[src/rtl/conv_pkg.sv]
// Shared types and derived-geometry helpers for the convolution loop sequencer.
package conv_pkg;

  typedef enum logic [1:0] {
    IDLE  = 2'd0,
    RUN   = 2'd1,
    DRAIN = 2'd2,
    DONE  = 2'd3
  } state_e;

  function automatic int calc_ow(input int img_w, input int k);
    return img_w - k + 1;
  endfunction

  function automatic int calc_oh(input int img_h, input int k);
    return img_h - k + 1;
  endfunction

  function automatic int calc_taps(input int k);
    return k * k;
  endfunction

endpackage

[src/rtl/valid_delay_line.sv]
// Fixed-depth shift register carrying {valid, addr}; the head is the oldest entry.
module valid_delay_line #(
  parameter int DEPTH = 2,
  parameter int W     = 8
) (
  input  logic         clk,
  input  logic         reset,
  input  logic         in_valid,
  input  logic [W-1:0] in_addr,
  output logic         out_valid,
  output logic [W-1:0] out_addr
);

  logic [W:0] stage_q [DEPTH];
  logic [W:0] stage_d [DEPTH];

  // Idle slots carry zero so the head address is 0 whenever it is not valid.
  always_comb begin
    stage_d[0] = in_valid ? {1'b1, in_addr} : '0;
    for (int i = 1; i < DEPTH; i++) begin
      stage_d[i] = stage_q[i-1];
    end
  end

  always_ff @(posedge clk or posedge reset) begin
    if (reset) begin
      for (int i = 0; i < DEPTH; i++) begin
        stage_q[i] <= '0;
      end
    end else begin
      stage_q <= stage_d;
    end
  end

  assign out_valid = stage_q[DEPTH-1][W];
  assign out_addr  = stage_q[DEPTH-1][W-1:0];

endmodule

[src/rtl/conv_loop_sequencer.sv]
// Walks every output pixel and kernel tap of a valid, stride-1 convolution and
// issues buffer read addresses, MAC strobes and latency-aligned output writes.
module conv_loop_sequencer
  import conv_pkg::*;
#(
  parameter int IMG_W   = 8,
  parameter int IMG_H   = 8,
  parameter int K       = 3,
  parameter int LAT     = 2,
  parameter int ADDR_W  = 8,
  parameter int WADDR_W = 4
) (
  input  logic               clk,
  input  logic               reset,
  input  logic               start,
  input  logic               stall,
  output logic               busy,
  output logic               done,
  output logic               rd_valid,
  output logic [ADDR_W-1:0]  in_addr,
  output logic [WADDR_W-1:0] w_addr,
  output logic               mac_clear,
  output logic               mac_last,
  output logic               out_we,
  output logic [ADDR_W-1:0]  out_addr
);

  localparam int OW = calc_ow(IMG_W, K);
  localparam int OH = calc_oh(IMG_H, K);
  localparam int DW = (LAT > 1) ? $clog2(LAT) : 1;

  state_e            state_q, state_d;
  logic [ADDR_W-1:0] kx_q, kx_d, ky_q, ky_d, ox_q, ox_d, oy_q, oy_d;
  logic [DW-1:0]     drain_q, drain_d;
  logic              kx_end, ky_end, ox_end, oy_end;
  logic [ADDR_W-1:0] pix_idx;

  assign kx_end = (kx_q == ADDR_W'(K - 1));
  assign ky_end = (ky_q == ADDR_W'(K - 1));
  assign ox_end = (ox_q == ADDR_W'(OW - 1));
  assign oy_end = (oy_q == ADDR_W'(OH - 1));

  assign rd_valid  = (state_q == RUN) && !stall;
  assign mac_clear = rd_valid && (kx_q == '0) && (ky_q == '0);
  assign mac_last  = rd_valid && kx_end && ky_end;
  assign in_addr   = rd_valid ? (oy_q + ky_q) * ADDR_W'(IMG_W) + ox_q + kx_q : '0;
  assign w_addr    = rd_valid ? WADDR_W'(ky_q * ADDR_W'(K) + kx_q) : '0;
  assign pix_idx   = oy_q * ADDR_W'(OW) + ox_q;
  assign busy      = (state_q != IDLE);
  assign done      = (state_q == DONE);

  // Counters wrap back to zero on the final tap, so a new run needs no reload.
  always_comb begin
    state_d = state_q;
    kx_d    = kx_q;
    ky_d    = ky_q;
    ox_d    = ox_q;
    oy_d    = oy_q;
    drain_d = drain_q;
    case (state_q)
      IDLE: if (start) state_d = RUN;
      RUN: begin
        if (rd_valid) begin
          if (!kx_end) kx_d = kx_q + ADDR_W'(1);
          else begin
            kx_d = '0;
            if (!ky_end) ky_d = ky_q + ADDR_W'(1);
            else begin
              ky_d = '0;
              if (!ox_end) ox_d = ox_q + ADDR_W'(1);
              else begin
                ox_d = '0;
                if (!oy_end) oy_d = oy_q + ADDR_W'(1);
                else begin
                  oy_d    = '0;
                  state_d = DRAIN;
                  drain_d = DW'(LAT - 1);
                end
              end
            end
          end
        end
      end
      DRAIN: begin
        if (drain_q == '0) state_d = DONE;
        else drain_d = drain_q - DW'(1);
      end
      DONE:    state_d = IDLE;
      default: state_d = IDLE;
    endcase
  end

  always_ff @(posedge clk or posedge reset) begin
    if (reset) begin
      state_q <= IDLE;
      kx_q    <= '0;
      ky_q    <= '0;
      ox_q    <= '0;
      oy_q    <= '0;
      drain_q <= '0;
    end else begin
      state_q <= state_d;
      kx_q    <= kx_d;
      ky_q    <= ky_d;
      ox_q    <= ox_d;
      oy_q    <= oy_d;
      drain_q <= drain_d;
    end
  end

  valid_delay_line #(
    .DEPTH (LAT),
    .W     (ADDR_W)
  ) u_out_dly (
    .clk       (clk),
    .reset     (reset),
    .in_valid  (mac_last),
    .in_addr   (pix_idx),
    .out_valid (out_we),
    .out_addr  (out_addr)
  );

endmodule

[config.mk]
export PLATFORM = sky130hd
export DESIGN_NAME = conv_loop_sequencer
export DESIGN_NICKNAME = d
export VERILOG_FILES = /design/src/rtl/conv_pkg.sv /design/src/rtl/valid_delay_line.sv /design/src/rtl/conv_loop_sequencer.sv
export SDC_FILE = /design/constraint.sdc
export NUM_CORES = 1
export LEC_CHECK = 0
export ABC_AREA = 1
export CORE_UTILIZATION = 50
export CTS_BUF_LIST = sky130_fd_sc_hd__clkbuf_8
export CTS_CLUSTER_SIZE = 20
export DETAILED_ROUTE_END_ITERATION = 16
export GPL_TIMING_DRIVEN = 0
export PLACE_DENSITY = 0.7
export SLEW_MARGIN = 20
export SYNTH_ARGS = -nofsm -noshare
export SYNTH_HDL_FRONTEND = slang
export SYNTH_SLANG_ARGS = --single-unit
[constraint.sdc]
create_clock -name clk -period 5.7 [get_ports clk]
set_input_delay 1.425 -clock clk [delete_from_list [all_inputs] [get_ports clk]]
set_output_delay 1.425 -clock clk [all_outputs]
set_load 0.005 [all_outputs]
Word level (Yosys, flattened, before mapping) --
Cells that the tools add are included.
Cells by class: add/subtract/negate cells 10, multiply operators 2, equality and inequality tests 14, multiplexer cells 22, reduce and logical (&&, ||, !) cells 17
Operator list (count):
- $mux 8 | 5
- $add 8x1->8 const B | 4
- $add 8x8->8 | 3
- $eq 8x2->1 const B | 2
- $eq 8x3->1 const B | 2
- $logic_not 8->1 | 2
- $mux 2 | 7
- $ne 2x2->1 const B | 7
- $mux 9 | 1
- $mul 8x2->4 const B | 1
- $mul 8x2->7 const B | 1
- $pmux 2 s4 | 1
- $reduce_and 7->1 | 1
- $mux 1 | 6
- $reduce_and 6->1 | 1
- $add 5x5->5 | 1
- $logic_and 1x1->1 | 5
- $reduce_and 5->1 | 1
- $add 4x4->4 | 1
- $eq 2x2->1 const B | 2
- $mux 4 | 1
- $reduce_and 4->1 | 1
- $reduce_bool 2->1 | 2
- $reduce_and 3->1 | 1
- other kinds (6) | 6
Word-level totals: bits in registers 53, output and inout port bits 26

Logic depth before layout (Yosys ltp) --
Gate-level depths: netlist (run 1).
depth after elaboration 7, depth in mapped cells 14, mapped depth without buffers 14

Hierarchy --
From an unflattened synthesis (run 1), not the netlist that was laid out.
Unflattened totals: cells, all modules 478, area, all modules 3883.7 µm²
By module, submodules not included:
- conv_loop_sequencer | times used 1, cells an instance 442, area an instance 3364.5 µm², seq. area each 875.8 µm²
- valid_delay_line | times used 1, cells an instance 36, area an instance 519.2 µm², seq. area each 450.4 µm²

Least setup slack after synthesis (run 1) --
Ideal clock, no wire load.
kind reg-to-output, start point register ky_q[0], end point output port in_addr[6], arrival time 2.528 ns, required time 4.275 ns, path slack 1.747 ns, cell stages (with the launch flop) 11, buffers on the path 0, path through dfrtp_1 ha_1 fa_1 xor2_1 fa_1 ha_1 a21oi_1 o21ai_0 a21oi_1 nor2_1 nor2_1
Between the ends: word-level cells in the longest chain between the ends 4
Ends and longest elaborated chain:
- start: declaration | RTL line conv_loop_sequencer.sv:33 | logic [ADDR_W-1:0] kx_q, kx_d, ky_q, ky_d, ox_q, ox_d, oy_q, oy_d;
- start signal: assignment | RTL line conv_loop_sequencer.sv:104 | ky_q <= ky_d;
- $add 5x5->5 | RTL line conv_loop_sequencer.sv:46 | assign in_addr = rd_valid ? (oy_q + ky_q) * ADDR_W'(IMG_W) + ox_q + kx_q : '0;
- $add 8x8->8 (2 in a row) | RTL line conv_loop_sequencer.sv:46
- $mux 8 | RTL line conv_loop_sequencer.sv:46
- end: declaration | RTL line conv_loop_sequencer.sv:20 | output logic [ADDR_W-1:0] in_addr,
No other way between the ends.

Worst setup path in the final report (run 1) --
start point register oy_q[0], end point output port in_addr[7]
Between the ends: word-level cells in the longest chain between the ends 4
Ends and longest elaborated chain:
- start: declaration | RTL line conv_loop_sequencer.sv:33
- start signal: assignment | RTL line conv_loop_sequencer.sv:106 | oy_q <= oy_d;
- $add 5x5->5 | RTL line conv_loop_sequencer.sv:46
- $add 8x8->8 (2 in a row) | RTL line conv_loop_sequencer.sv:46
- $mux 8 | RTL line conv_loop_sequencer.sv:46
No other way between the ends.

==> impl_metrics.xml, run 1 <==
<?xml version="1.0" encoding="UTF-8"?>
<metrics>
  <group name="status">
    <metric name="run_status" unit="">finished, final reports clean</metric>
  </group>
  <group name="power">
    <metric name="cellInternalPower" unit="uW">696.1</metric>
    <metric name="switching_power" unit="uW">438.5</metric>
    <metric name="power.clock.fraction" unit="%">20.0</metric>
    <metric name="vdd.ir_drop.worst" unit="V">0.0001958</metric>
    <metric name="seq_power_share" unit="%">39.1</metric>
    <metric name="power_density_cells" unit="nW/um^2">251.6</metric>
    <metric name="sw_frac_of_total" unit="%">38.65</metric>
    <metric name="leakagePower" unit="uW">0.002238</metric>
    <metric name="design_power_total" unit="uW">1135</metric>
    <metric name="combPwrFrac" unit="%">40.9</metric>
  </group>
  <group name="route">
    <metric name="wl_per_instance" unit="um">13.07</metric>
    <metric name="drt_drc_violations_left" unit="">0</metric>
    <metric name="routed_wirelength" unit="mm">8.157</metric>
    <metric name="vias" unit="">3188</metric>
    <metric name="initialDrtViolationCount" unit="">162</metric>
    <metric name="firstDrtPassIters" unit="">4</metric>
    <metric name="antenna_left" unit="">0</metric>
    <metric name="post_drt_via_cell_ratio" unit="">5.109</metric>
  </group>
  <group name="grt">
    <metric name="track_usage" unit="%">21.13</metric>
    <metric name="grt_pass1_vias" unit="">3006</metric>
    <metric name="antenna_found_initial" unit="">0</metric>
    <metric name="grt_overflow" unit="">0</metric>
    <metric name="wire_length_of_the_first_global_routing_pass" unit="mm">14.15</metric>
    <metric name="grt_start_max_net_pins" unit="">54</metric>
  </group>
  <group name="synth">
    <metric name="avgSynthCellArea" unit="um^2">8.240</metric>
    <metric name="post_synth_num_cell_types" unit="">33</metric>
    <metric name="synth_area" unit="um^2">3996</metric>
    <metric name="yosys_register_bits" unit="">53</metric>
    <metric name="synth.yosys.warnings" unit="">0</metric>
    <metric name="syn_nets" unit="">546</metric>
    <metric name="netlist_top_cells_area" unit="">sky130_fd_sc_hd__dfrtp_1 (33%), sky130_fd_sc_hd__ha_1 (14%), sky130_fd_sc_hd__nand2_1 (9.8%)</metric>
    <metric name="synth.yosys.seq_area_share" unit="%">33.19</metric>
    <metric name="synth_largest_type_area_fraction" unit="%">33.19</metric>
    <metric name="synth_top_area_cell" unit="">sky130_fd_sc_hd__dfrtp_1</metric>
    <metric name="syn-instance-count" unit="">485</metric>
  </group>
  <group name="cells_and_area">
    <metric name="nets" unit="">582</metric>
    <metric name="fill_cells" unit="">703</metric>
    <metric name="drive_gt1_share" unit="%">7.663</metric>
    <metric name="syn_to_final_growth" unit="%">12.87</metric>
    <metric name="antenna_cells" unit="">0</metric>
  </group>
  <group name="timing">
    <metric name="fmax" unit="MHz">197.5</metric>
    <metric name="timing.slew.headroom" unit="%">55.30</metric>
    <metric name="timing.final.hold_violations" unit="">0</metric>
    <metric name="worst-slew-pin-transition" unit="ns">0.6705</metric>
    <metric name="final.setup_skew" unit="ns">0.01005</metric>
    <metric name="rsz_0062_raised_after_global_routing" unit="">no</metric>
    <metric name="slew_violations" unit="">0</metric>
    <metric name="fin_tns_setup" unit="ns">0</metric>
    <metric name="final-setup-viol-count" unit="">0</metric>
    <metric name="post-route-period-util" unit="%">88.81</metric>
    <metric name="period_minus_slack" unit="ns">5.062</metric>
    <metric name="post-route-worst-setup-slack" unit="ns">0.6380</metric>
  </group>
  <group name="setup_path">
    <metric name="timing.critical_path.fanout_max" unit="">9</metric>
    <metric name="cp_data_required_time" unit="ns">4.28</metric>
    <metric name="critical_path_arrival" unit="ns">3.64</metric>
    <metric name="worst_path_max_delay_cell" unit="">sky130_fd_sc_hd__dfrtp_1</metric>
    <metric name="critical_path_class" unit="">register to primary output</metric>
    <metric name="worst_setup_path_start_kind" unit="">register</metric>
    <metric name="endpoint_kind" unit="">primary output</metric>
    <metric name="path_cells" unit="">ha_1, fa_1, xor2_1, fa_1, ha_1, nand2_1, o21ai_0, nor2_1, nand3_1, nand2_1, nor2_1, clkdlybuf4s50_1</metric>
    <metric name="critical_path.max_stage_delay" unit="ns">0.53</metric>
  </group>
  <group name="placed_design">
    <metric name="routability_congestion" unit="">0.8567</metric>
    <metric name="post_placement_setup_slack" unit="ns">0.9735</metric>
    <metric name="dp.final_hpwl" unit="mm">6.411</metric>
    <metric name="port_buffers" unit="">29</metric>
  </group>
  <group name="clock_network">
    <metric name="clockBufferDepth" unit="">2</metric>
    <metric name="cts_repair_resize_count" unit="">0</metric>
    <metric name="cts_setup_buffers" unit="">0</metric>
    <metric name="cts-buffers-inserted" unit="">5</metric>
    <metric name="clk_latency" unit="ns">0.31</metric>
    <metric name="tritoncts" unit="">yes</metric>
    <metric name="cts.clk_slew.worst_paths" unit="ns">0.11</metric>
    <metric name="cts_root_buf" unit="">sky130_fd_sc_hd__clkbuf_8</metric>
    <metric name="clock_sink_count" unit="">53</metric>
    <metric name="ctsHtreeMaxLevel" unit="">2</metric>
    <metric name="cts-hold-fix-buffers" unit="">0</metric>
  </group>
  <group name="floorplanning">
    <metric name="placement_rows" unit="">32</metric>
    <metric name="initial_core_util" unit="%">51.72</metric>
    <metric name="die_width" unit="um">91.40</metric>
    <metric name="core-area" unit="um^2">7727</metric>
    <metric name="dieArea" unit="um^2">8354</metric>
    <metric name="floorplan.die.height" unit="um">91.40</metric>
    <metric name="ios" unit="">30</metric>
  </group>
  <group name="min_path">
    <metric name="timing.hold.worst.class" unit="">register to register</metric>
  </group>
  <group name="flow_run">
    <metric name="max_cap_violations" unit="">0</metric>
  </group>
</metrics>
## stage by stage
step	hold WS, ns	util (%)	cells	cell area (um^2)
5_1_grt	0.3695	58.37	624	4511
4_1_cts	0.3618	58.37	624	4511
3_3_place_gp	0.3323	57.12	616	4414
2_1_floorplan	0.3312	-	485	3996
3_5_place_dp	0.3379	57.16	616	4417
6_report	0.3585	58.37	624	4511
## state kept, by name (all words and copies together), names as in the netlist
register and cells:
u_out_dly.out_valid 1, u_out_dly.stage_d 9, ky_q 8, drain_q 1, ox_q 8, u_out_dly.out_addr 8
oy_q 8, kx_q 8, state_q 2
## area by class of cell
cell class                 instances  area (um^2)  share of cell area [%]
buffer                             4        25.02                  0.5548
clock buffer                       5        68.82                   1.526
clock inverter                     3        25.02                  0.5548
inverter                          69        269.0                   5.964
multi-input combinational        359         2379                   52.73
sequential                        53         1326                   29.40
tap                              102        127.6                   2.829
timing repair buffer              29        290.3                   6.435
## synthesized netlist by cell type (all sizes together)
| cell type | number |
|---|---|
| a21o | 1 |
| a21oi | 22 |
| buf | 3 |
| clkbuf | 1 |
| clkinv | 2 |
| dfrtp | 53 |
| fa | 11 |
| ha | 46 |
| inv | 67 |
| nand2 | 109 |
| nand3 | 33 |
| nand4 | 9 |
| nor2 | 49 |
| nor3 | 10 |
| nor3b | 1 |
| nor4 | 1 |
| o21ai | 32 |
| o22ai | 1 |
| o31ai | 3 |
| or2 | 3 |
| xnor2 | 9 |
| xor2 | 19 |
## cell families (layout without fill, tap and decap cells)
group | count (synthesis) | in the layout | share of synthesized area, %
buf+inv | 73 | 110 | 7.295
fa+ha+maj | 57 | 57 | 19.91
compound gates | 59 | 59 | 8.140
xor+xnor | 28 | 28 | 6.137
simple gates | 215 | 215 | 25.33
flops | 53 | 53 | 33.19
## layer usage
metal | vias to the layer above | part of all wire [%] | track usage [%] | wire length, um
met5 | - | 0 | 0 | 0
met4 | 0 | 0.44 | 3.704 | 36
met3 | 2 | 3.3 | 2.931 | 272
met2 | 48 | 48 | 35.40 | 3920
met1 | 1510 | 48 | 29.37 | 3928
li1 | 1628 | - | - | -
## worst max-delay path: cells and delay by family, from the launching register on
kind	cells	cell delay, ns
buffers and inverters	1	0.51
adders and majority gates	4	1.49
and+or+nand+nor	5	0.42
xor gates and xnor gates	1	0.22
AOI/OAI and AO/OA	1	0.16
DFF	1	0.53
## power groups by stage
stage / Clock, uW / Sequential [uW] / Combinational [uW]
floorplan: 0 / 437 / 331
detailed placement: 0 / 451 / 469
finish: 227 / 443 / 464
CTS: 237 / 443 / 471
global route: 249 / 450 / 536
global placement: 0 / 449 / 452
## placed cells by master (no fill, tap or decap), types with 3 or more instances in the layout
| master | instances |
|---|---|
| sky130_fd_sc_hd__a21oi_1 | 22 |
| sky130_fd_sc_hd__clkbuf_8 | 5 |
| sky130_fd_sc_hd__clkdlybuf4s50_1 | 29 |
| sky130_fd_sc_hd__dfrtp_1 | 53 |
| sky130_fd_sc_hd__fa_1 | 11 |
| sky130_fd_sc_hd__ha_1 | 46 |
| sky130_fd_sc_hd__inv_1 | 64 |
| sky130_fd_sc_hd__inv_6 | 3 |
| sky130_fd_sc_hd__nand2_1 | 104 |
| sky130_fd_sc_hd__nand2_2 | 4 |
| sky130_fd_sc_hd__nand3_1 | 31 |
| sky130_fd_sc_hd__nand4_1 | 8 |
| sky130_fd_sc_hd__nor2_1 | 43 |
| sky130_fd_sc_hd__nor2_4 | 4 |
| sky130_fd_sc_hd__nor3_1 | 8 |
| sky130_fd_sc_hd__o21ai_0 | 27 |
| sky130_fd_sc_hd__o21ai_2 | 5 |
| sky130_fd_sc_hd__o31ai_1 | 3 |
| sky130_fd_sc_hd__or2_2 | 3 |
| sky130_fd_sc_hd__xnor2_1 | 9 |
| sky130_fd_sc_hd__xor2_1 | 19 |
## final timing paths
path | from | to | slack, ns | depth (start not counted)
worst max-delay path | oy_q[0] | in_addr[7] | 0.64 | 12
worst min-delay path | u_out_dly.stage_d[5] | u_out_dly.out_addr[5] | 0.36 | 0
worst max register to register | oy_q[0] | u_out_dly.stage_d[7] | 3.05 | 12
worst min register to register | u_out_dly.stage_d[5] | u_out_dly.out_addr[5] | 0.36 | 0
max in group asynchronous | reset | ox_q[7] | 3.70 | 2
min in group asynchronous | reset | u_out_dly.out_addr[0] | 1.57 | 2
(Power assumes the default switching activity.)
==> run 2, diff against run 1 <==
Settings changed: CORE_ASPECT_RATIO set to 1.25.
==> run 2 against run 1 <==
Global-route usage rose by 0.82 points. Cell count decreased by 1.3%. Register-to-register slack gained 0.12 ns. Non-clock buffer count stayed put. Critical path type unchanged.
==> impl_metrics.xml, run 2 (same netlist as run 1, synthesis figures left out) <==
<?xml version="1.0" encoding="UTF-8"?>
<metrics>
  <group name="grt">
    <metric name="wire_length_of_the_first_global_routing_pass" unit="mm">14.02</metric>
    <metric name="track_usage" unit="%">21.94</metric>
    <metric name="grt_start_max_net_pins" unit="">54</metric>
    <metric name="grt_pass1_vias" unit="">3075</metric>
    <metric name="grt_overflow" unit="">0</metric>
    <metric name="antenna_found_initial" unit="">0</metric>
  </group>
  <group name="setup_path">
    <metric name="endpoint_kind" unit="">primary output</metric>
    <metric name="cp_data_required_time" unit="ns">4.28</metric>
    <metric name="worst_setup_path_start_kind" unit="">register</metric>
    <metric name="critical_path_arrival" unit="ns">3.64</metric>
    <metric name="critical_path.max_stage_delay" unit="ns">0.52</metric>
    <metric name="timing.critical_path.fanout_max" unit="">9</metric>
    <metric name="reg2regPathDepth" unit="">12</metric>
    <metric name="critical_path_class" unit="">register to primary output</metric>
    <metric name="setup.reg_to_reg.worst_slack" unit="ns">3.17</metric>
    <metric name="worst_path_max_delay_cell" unit="">sky130_fd_sc_hd__dfrtp_1</metric>
    <metric name="path_cells" unit="">ha_1, fa_1, xor2_1, fa_1, ha_1, a21oi_1, o21ai_0, a21oi_1, nor2_1, nor2_1, clkdlybuf4s50_1</metric>
  </group>
  <group name="floorplanning">
    <metric name="ios" unit="">30</metric>
    <metric name="dieArea" unit="um^2">8357</metric>
    <metric name="placement_rows" unit="">36</metric>
    <metric name="initial_core_util" unit="%">51.28</metric>
    <metric name="floorplan.die.height" unit="um">102.0</metric>
    <metric name="core-area" unit="um^2">7792</metric>
    <metric name="die_width" unit="um">81.97</metric>
  </group>
  <group name="clock_network">
    <metric name="clockBufferDepth" unit="">2</metric>
    <metric name="ctsHtreeMaxLevel" unit="">2</metric>
    <metric name="clock_sink_count" unit="">53</metric>
    <metric name="cts.clk_slew.worst_paths" unit="ns">0.10</metric>
    <metric name="cts_repair_resize_count" unit="">0</metric>
    <metric name="cts_root_buf" unit="">sky130_fd_sc_hd__clkbuf_8</metric>
    <metric name="clk_latency" unit="ns">0.32</metric>
    <metric name="tritoncts" unit="">yes</metric>
    <metric name="cts-hold-fix-buffers" unit="">0</metric>
    <metric name="cts_setup_buffers" unit="">0</metric>
    <metric name="cts-buffers-inserted" unit="">5</metric>
  </group>
  <group name="status">
    <metric name="run_status" unit="">finished, final reports clean</metric>
  </group>
  <group name="placed_design">
    <metric name="cell_area_placed" unit="um^2">4408</metric>
    <metric name="port_buffers" unit="">29</metric>
    <metric name="dp.final_hpwl" unit="mm">6.417</metric>
    <metric name="routability_congestion" unit="">0.8539</metric>
  </group>
  <group name="cells_and_area">
    <metric name="fill_cells" unit="">708</metric>
    <metric name="antenna_cells" unit="">0</metric>
    <metric name="nets" unit="">582</metric>
    <metric name="leading_cell_type_in_the_layout_fill_and_taps_excluded" unit="">sky130_fd_sc_hd__nand2_1</metric>
    <metric name="top_library_cells_by_usage_in_the_layout_fill_and_taps_aside" unit="">sky130_fd_sc_hd__nand2_1 (104), sky130_fd_sc_hd__inv_1 (64), sky130_fd_sc_hd__dfrtp_1 (53), sky130_fd_sc_hd__ha_1 (46), sky130_fd_sc_hd__nor2_1 (43)</metric>
    <metric name="stdcell_area" unit="um^2">4498</metric>
    <metric name="largest_register_ff_count" unit="">9</metric>
    <metric name="drive_gt1_share" unit="%">7.486</metric>
    <metric name="finalCoreUtilization" unit="%">57.72</metric>
    <metric name="syn_to_final_growth" unit="%">12.55</metric>
  </group>
  <group name="timing">
    <metric name="rsz_0062_raised_after_global_routing" unit="">no</metric>
    <metric name="timing.slew.headroom" unit="%">56.73</metric>
    <metric name="final-setup-viol-count" unit="">0</metric>
    <metric name="post-route-period-util" unit="%">88.94</metric>
    <metric name="worst-slew-pin-transition" unit="ns">0.6490</metric>
    <metric name="fin_tns_setup" unit="ns">0</metric>
    <metric name="timing.final.hold_violations" unit="">0</metric>
    <metric name="fmax" unit="MHz">197.3</metric>
    <metric name="slew_violations" unit="">0</metric>
    <metric name="final.setup_skew" unit="ns">0.01165</metric>
    <metric name="period_minus_slack" unit="ns">5.069</metric>
  </group>
  <group name="route">
    <metric name="initialDrtViolationCount" unit="">134</metric>
    <metric name="post_drt_via_cell_ratio" unit="">5.190</metric>
    <metric name="firstDrtPassIters" unit="">4</metric>
    <metric name="drt_drc_violations_left" unit="">0</metric>
    <metric name="routed_wirelength" unit="mm">8.112</metric>
    <metric name="vias" unit="">3197</metric>
    <metric name="antenna_left" unit="">0</metric>
    <metric name="wl_per_instance" unit="um">13.17</metric>
  </group>
  <group name="power">
    <metric name="power_density_cells" unit="nW/um^2">251.1</metric>
    <metric name="vdd.ir_drop.worst" unit="V">0.0001876</metric>
    <metric name="leakagePower" unit="uW">0.002236</metric>
  </group>
  <group name="min_path">
    <metric name="number_of_instances_on_the_worst_hold_path" unit="">0</metric>
    <metric name="timing.hold.worst.class" unit="">register to register</metric>
  </group>
  <group name="flow_run">
    <metric name="max_cap_violations" unit="">0</metric>
  </group>
</metrics>
-- run 2: cell types whose count changed in the layout (fill, tap and decap cells not counted) --
cell                       change
sky130_fd_sc_hd__clkbuf_8      +1
sky130_fd_sc_hd__inv_6         -2
-- run 2: final timing paths --
kind / start / end
worst max register to register: oy_q[0] / u_out_dly.stage_d[7]
max in group asynchronous: reset / kx_q[4]
worst min register to register: u_out_dly.stage_d[1] / u_out_dly.out_addr[1]
min in group asynchronous: reset / u_out_dly.out_addr[6]
worst min-delay path: u_out_dly.stage_d[1] / u_out_dly.out_addr[1]
worst max-delay path: oy_q[0] / in_addr[6]
-- run 2: final cells by class --
class / instances / area [um^2] / share of cell area (%)
plain buffers: 4 / 25.02 / 0.5563
inverters: 69 / 269.0 / 5.981
well taps: 95 / 118.9 / 2.643
clock buffers: 6 / 82.58 / 1.836
flip-flops and latches: 53 / 1326 / 29.49
multi-input cells: 359 / 2379 / 52.88
repair buffers: 29 / 290.3 / 6.453
clock inverters: 1 / 7.507 / 0.1669
-- run 2: power breakdown --
part           internal, uW  switching [uW]
sequential              401            43.5
clock                  96.3             126
combinational           205             257
total                   703             426
-- run 2: critical path: cells and delay by family (launching register included) --
family | cells | cell delay [ns]
DFF | 1 | 0.52
buffers and inverters | 1 | 0.50
xor gates and xnor gates | 1 | 0.22
AOI/OAI and AO/OA | 3 | 0.45
adders and majority gates | 4 | 1.47
and+or+nand+nor | 2 | 0.16
-- run 2: metrics by stage --
step | setup slack [ns] | cells | power (uW) | hold slack [ns]
floorplan | 1.747 | 485 | 768.5 | 0.3312
global placement | 1.029 | 609 | 897.1 | 0.3321
detailed placement | 0.9898 | 609 | 917.8 | 0.3347
CTS | 0.6265 | 616 | 1143 | 0.3575
global route | 0.3598 | 616 | 1227 | 0.3622
finish | 0.6306 | 616 | 1129 | 0.3550
-- run 2: metal layers --
layer / up-vias / part of all wire, % / track usage (%)
li1: 1628 / - / -
met1: 1497 / 44 / 26.65
met2: 55 / 51 / 38.53
met3: 17 / 2.4 / 2.857
met4: 0 / 3.0 / 9.177
met5: - / 0 / 0
==> run 3, diff against run 2 <==
==> constraint.sdc (replaced) <==
create_clock -name clk -period 5.7 [get_ports clk]
set_input_delay 1.14 -clock clk [delete_from_list [all_inputs] [get_ports clk]]
set_output_delay 1.14 -clock clk [all_outputs]
set_load 0.005 [all_outputs]
==> results of run 3 <==
Same layout as run 2 (identical final DEF). Status: finished, final reports clean.
Among the figures that moved: setup slack after placement 0.9898 ns -> 1.275 ns; setup slack after layout 0.6306 ns -> 0.9156 ns
